File: config.mk
export PLATFORM = sky130hd
export DESIGN_NAME = mbist_addr_gen
export DESIGN_NICKNAME = d
export VERILOG_FILES = /design/src/rtl/mbist_addr_gen.sv
export SDC_FILE = /design/constraint.sdc
export NUM_CORES = 1
export LEC_CHECK = 0
export CORE_ASPECT_RATIO = 1.25
export CORE_UTILIZATION = 55
export DETAILED_ROUTE_END_ITERATION = 8
export PLACE_DENSITY = 0.86
export REMOVE_ABC_BUFFERS = 1
export SLEW_MARGIN = 10
export SYNTH_ARGS = -nofsm -noshare
export SYNTH_HDL_FRONTEND = slang
export SYNTH_SLANG_ARGS = --single-unit
File: constraint.sdc
create_clock -name clk -period 9.9 [get_ports clk]
set_clock_uncertainty 0.2 [all_clocks]
set_input_delay 1.98 -clock clk [delete_from_list [all_inputs] [get_ports clk]]
set_output_delay 1.98 -clock clk [all_outputs]
set_load 0.005 [all_outputs]
File: src/rtl/mbist_addr_gen.sv
// MBIST address sequencer: sweeps a [lo,hi] window up or down by a fixed step.
// Optional macro MBIST_ADDR_GEN_WINDOW_CHECK_EN rejects starts with lo > hi via an err pulse.
module mbist_addr_gen #(
    parameter int ADDR_W = 10,
    parameter int STEP_W = 4
) (
    input  logic              clk,
    input  logic              rst,
    input  logic              start,
    input  logic              u_d,
    input  logic [ADDR_W-1:0] lo,
    input  logic [ADDR_W-1:0] hi,
    input  logic [STEP_W-1:0] step,
    input  logic              adv,
    input  logic              abort,
    output logic [ADDR_W-1:0] addr,
    output logic              valid,
    output logic              last,
    output logic              busy,
    output logic              done,
    output logic              err
);

    localparam logic [1:0] ST_IDLE = 2'd0;
    localparam logic [1:0] ST_RUN  = 2'd1;
    localparam logic [1:0] ST_DONE = 2'd2;

`ifdef MBIST_ADDR_GEN_WINDOW_CHECK_EN
    localparam logic WIN_CHECK = 1'b1;
`else
    localparam logic WIN_CHECK = 1'b0;
`endif

    logic [1:0]        state_q, state_d;
    logic [ADDR_W-1:0] addr_q,  addr_d;
    logic [ADDR_W-1:0] lo_q,    lo_d;
    logic [ADDR_W-1:0] hi_q,    hi_d;
    logic [STEP_W-1:0] step_q,  step_d;
    logic              dir_q,   dir_d;
    logic              err_q,   err_d;

    logic [STEP_W-1:0] step_eff;
    logic [ADDR_W:0]   step_ext;
    logic [ADDR_W:0]   up_sum;
    logic [ADDR_W:0]   dn_floor;
    logic              at_last;
    logic              start_ok;

    assign step_eff = (step == '0) ? STEP_W'(1) : step;
    assign step_ext = {{(ADDR_W + 1 - STEP_W){1'b0}}, step_q};

    // Bounds compared one bit wider so the next address can never wrap.
    assign up_sum   = {1'b0, addr_q} + step_ext;
    assign dn_floor = {1'b0, lo_q} + step_ext;
    assign at_last  = dir_q ? (up_sum > {1'b0, hi_q})
                            : ({1'b0, addr_q} < dn_floor);

    assign start_ok = start && !abort;

    always_comb begin
        state_d = state_q;
        addr_d  = addr_q;
        lo_d    = lo_q;
        hi_d    = hi_q;
        step_d  = step_q;
        dir_d   = dir_q;
        err_d   = 1'b0;

        case (state_q)
            ST_IDLE: begin
                if (start_ok) begin
                    if (WIN_CHECK && (lo > hi)) begin
                        err_d = 1'b1;
                    end else begin
                        lo_d    = lo;
                        hi_d    = hi;
                        step_d  = step_eff;
                        dir_d   = u_d;
                        addr_d  = u_d ? lo : hi;
                        state_d = ST_RUN;
                    end
                end
            end
            ST_RUN: begin
                if (abort) begin
                    state_d = ST_IDLE;
                end else if (adv) begin
                    if (at_last) begin
                        state_d = ST_DONE;
                    end else if (dir_q) begin
                        addr_d = addr_q + step_ext[ADDR_W-1:0];
                    end else begin
                        addr_d = addr_q - step_ext[ADDR_W-1:0];
                    end
                end
            end
            default: begin
                state_d = ST_IDLE;
            end
        endcase
    end

    always_ff @(posedge clk) begin
        if (rst) begin
            state_q <= ST_IDLE;
            addr_q  <= '0;
            lo_q    <= '0;
            hi_q    <= '0;
            step_q  <= '0;
            dir_q   <= 1'b0;
            err_q   <= 1'b0;
        end else begin
            state_q <= state_d;
            addr_q  <= addr_d;
            lo_q    <= lo_d;
            hi_q    <= hi_d;
            step_q  <= step_d;
            dir_q   <= dir_d;
            err_q   <= err_d;
        end
    end

    assign addr  = addr_q;
    assign valid = (state_q == ST_RUN);
    assign last  = valid && at_last;
    assign busy  = (state_q == ST_RUN) || (state_q == ST_DONE);
    assign done  = (state_q == ST_DONE);
    assign err   = err_q;

endmodule

==> flow_summary_export.csv <==
group,metric,value,unit
run_status,status,"complete, no violations",
worst_setup_path,worstSetupEndpointType,"output pin",
synthesis,yosys_warnings,0,
synthesis,syn_inst,387,
synthesis,avgSynthCellArea,8.18,µm²
synthesis,ys_seq_area_share,23.4,%
timing,setup_viol,0,
drt,route.detailed.drc,0,
clock_network,cts_buffer_depth,2,
synthesis,synth_commonest_cells,"66 x nand2_1, 40 x ha_1, 38 x a21oi_1, 37 x dfxtp_1, 21 x inv_1",
synthesis,synthTopCellsByArea,"dfxtp_1 23%, ha_1 16%, nand2_1 7.8%, a21oi_1 6.0%, mux2i_1 3.2%",
synthesis,synth.most_common_cell,"nand2_1",
clock_network,cts_root_buffer,"clkbuf_8",
grt,grt_pass1_vias,2894,
clock_network,h-tree-depth,2,
worst_setup_path,cp-start-kind,"register",
floorplanning,die_h,86.8,µm
timing,worst_pin_slew,0.883,ns
worst_setup_path,crit_chain,"ha_1 > a21o_1 > a21oi_1 > nor2b_1 > o21ai_0 > nor2b_1 > xnor2_1 > ha_1 > a211oi_1 > nand2_1 > a211oi_2 > or2_1 > o211a_1 > clkdlybuf4s50_1",
worst_hold_path,min_from,"hi_q[2]",
worst_setup_path,crit_arrival,3.91,ns
clock_network,hold_buffers,0,
worst_setup_path,timing.rr.start,"step_q[1]",
drt,dr.first_iter.drc_count,181,
synthesis,async_flop_share,0,%
timing,drv_slew,0,
finish,fill_cells,449,
floorplanning,die_width,69.9,µm
timing,hold_violations,0,
worst_setup_path,required,7.72,ns
timing,period_share,61.5,%
synthesis,syn-cell-area,0.00317,mm²
timing,rsz0062_at_grt,"no",
placed_design,portBuffers,43,
placed_design,hpwl,6270,µm
clock_network,cts_resized,0,
drt,wl_per_cell,16.9,µm
clock_network,cts_setup_buffers,0,
synthesis,synth_top_area_share,23.4,%
finish,syn_to_final_growth,18.4,%
worst_setup_path,startpoint,"step_q[1]",
clock_network,clk_pin_slew,0.08,ns
worst_setup_path,path_class,"reg -> out",
floorplanning,row_count,30,
finish,drive_gt1_share,8.24,%
pwr,p_leak,0.00160,µW
grt,grt_pass1_wl,13600,µm
grt,grt_max_degree,37,
synthesis,synthFlopType,"dfxtp_1",
drt,dr.pass1.iters,5,
pwr,powerDensity,214,mW/mm²
clock_network,cts_buffers,5,
worst_setup_path,slowest_stage,"dfxtp_1",
synthesis,yosys.area.top_type,"dfxtp_1",
drt,viasPerCell,6.05,
timing,timing.fmax,164,MHz
grt,grt_overflow,0,
pwr,power.total,801,µW
floorplanning,die-area,0.00606,mm²
floorplanning,start_util,57.8,%
pwr,ir_drop,0.104,mV
timing,layout_min_cycle_time,6.09,ns
worst_setup_path,critical_path.max_fanout,8,
clock_network,clkSinkCount,37,
finish,finalNetCount,497,
run,drv_cap,0,
placed_design,gp_congestion,0.901,
drt,wl,8280,µm
floorplanning,core_area,0.00548,mm²
finish,antenna_cells,0,
drt,vias,2958,
clock_network,cts_tree,"built",
clock_network,clock_latency,0.30,ns
timing,holdWs,0.261,ns
synthesis,synth-edff-count,0,
synthesis,yosys.cell_types.count,60,
finish,fin_util,68.4,%
synthesis,synth_seq_cells,37,
worst_hold_path,hold_class,"reg -> reg",
grt,grt.total_usage,28.6,%
timing,fin_tns_setup,0,ns
worst_setup_path,cp_slowest_stage_delay,0.52,ns
grt,antenna_found_initial,0,
drt,ant_nets,0,
floorplanning,ios,45,
timing,maxSlewHeadroom,40.9,%
## critical path: cells and delay by family, from the launching register on
family | cells | cell delay, ns
AO/OA/AOI/OAI | 6 | 1.44
AND/OR/NAND/NOR | 4 | 0.48
adder cells (fa/ha/maj) | 2 | 0.53
XOR/XNOR | 1 | 0.15
flip-flops | 1 | 0.52
buffers and inverters | 1 | 0.49
## routing by layer
metal  up-vias  track usage, %  part of all wire, %
li1       1445               -                    -
met1      1386            32.9                   40
met2       102            50.8                   51
met3        25            3.95                  4.7
met4         0            16.4                  4.0
met5         -               0                    0
## path summary, 6_finish.rpt
check	slack (ns)	endpoint	cells after the start
worst min register to register	0.26	hi_q[2]	2
worst max-delay path	3.81	last	14
worst max register to register	5.90	addr[1]	14
worst min-delay path	0.26	hi_q[2]	2
## metrics by stage
stage                     setup slack (ns)  area, µm²  std cells
after detailed placement              4.12       3630        481
after global routing                  3.56       3750        489
after CTS                             3.79       3750        489
after floorplan                       4.85       3100        371
after global placement                4.25       3630        481
final                                 3.81       3750        489
## cell families (layout without fill, tap and decap cells)
kind of cell | Yosys count | count (layout) | synth area share, %
compound gates | 103 | 103 | 24.3
fa+ha+maj | 43 | 43 | 17.7
mux | 15 | 15 | 5.06
flops | 37 | 37 | 23.4
xor+xnor | 22 | 22 | 6.09
buf+inv | 37 | 75 | 4.59
simple gates | 129 | 129 | 18.8
other cells | 1 | 1 | 0.118
## cells in the final DEF, fill, tap and decap left out, types with 3 or more instances in the layout
cell / instances
a211o_1: 6
a211oi_1: 11
a21o_1: 5
a21oi_1: 38
and3_1: 4
buf_4: 3
clkbuf_8: 6
clkdlybuf4s50_1: 43
dfxtp_1: 37
fa_1: 3
ha_1: 40
inv_1: 21
mux2_2: 4
mux2i_1: 10
nand2_1: 66
nand2b_1: 3
nand3_1: 8
nor2_1: 17
nor2b_1: 12
nor3_1: 3
nor3b_1: 3
o21ai_0: 10
or2_2: 3
or3_1: 3
xnor2_1: 11
xor2_1: 11
## cell type report
| class | instances | area (µm²) | area share [%] |
|---|---|---|---|
| clock inverter | 1 | 30.0 | 0.801 |
| multi-input combinational | 313 | 2280 | 60.8 |
| tap | 64 | 80.1 | 2.14 |
| sequential | 37 | 741 | 19.8 |
| clock buffer | 7 | 86.3 | 2.30 |
| inverter | 21 | 78.8 | 2.10 |
| timing repair buffer | 46 | 453 | 12.1 |
## registers in the layout, indices dropped and copies added (netlist names)
register / cells
dir_q: 1
step_q: 4
state_q: 2
hi_q: 10
addr: 10
lo_q: 10
## where the power goes
group / internal (µW) / switching [µW]
Sequential: 171 / 31.8
Clock: 82.2 / 59.0
Combinational: 207 / 250
No activity file was read; power rests on OpenSTA's default activity.
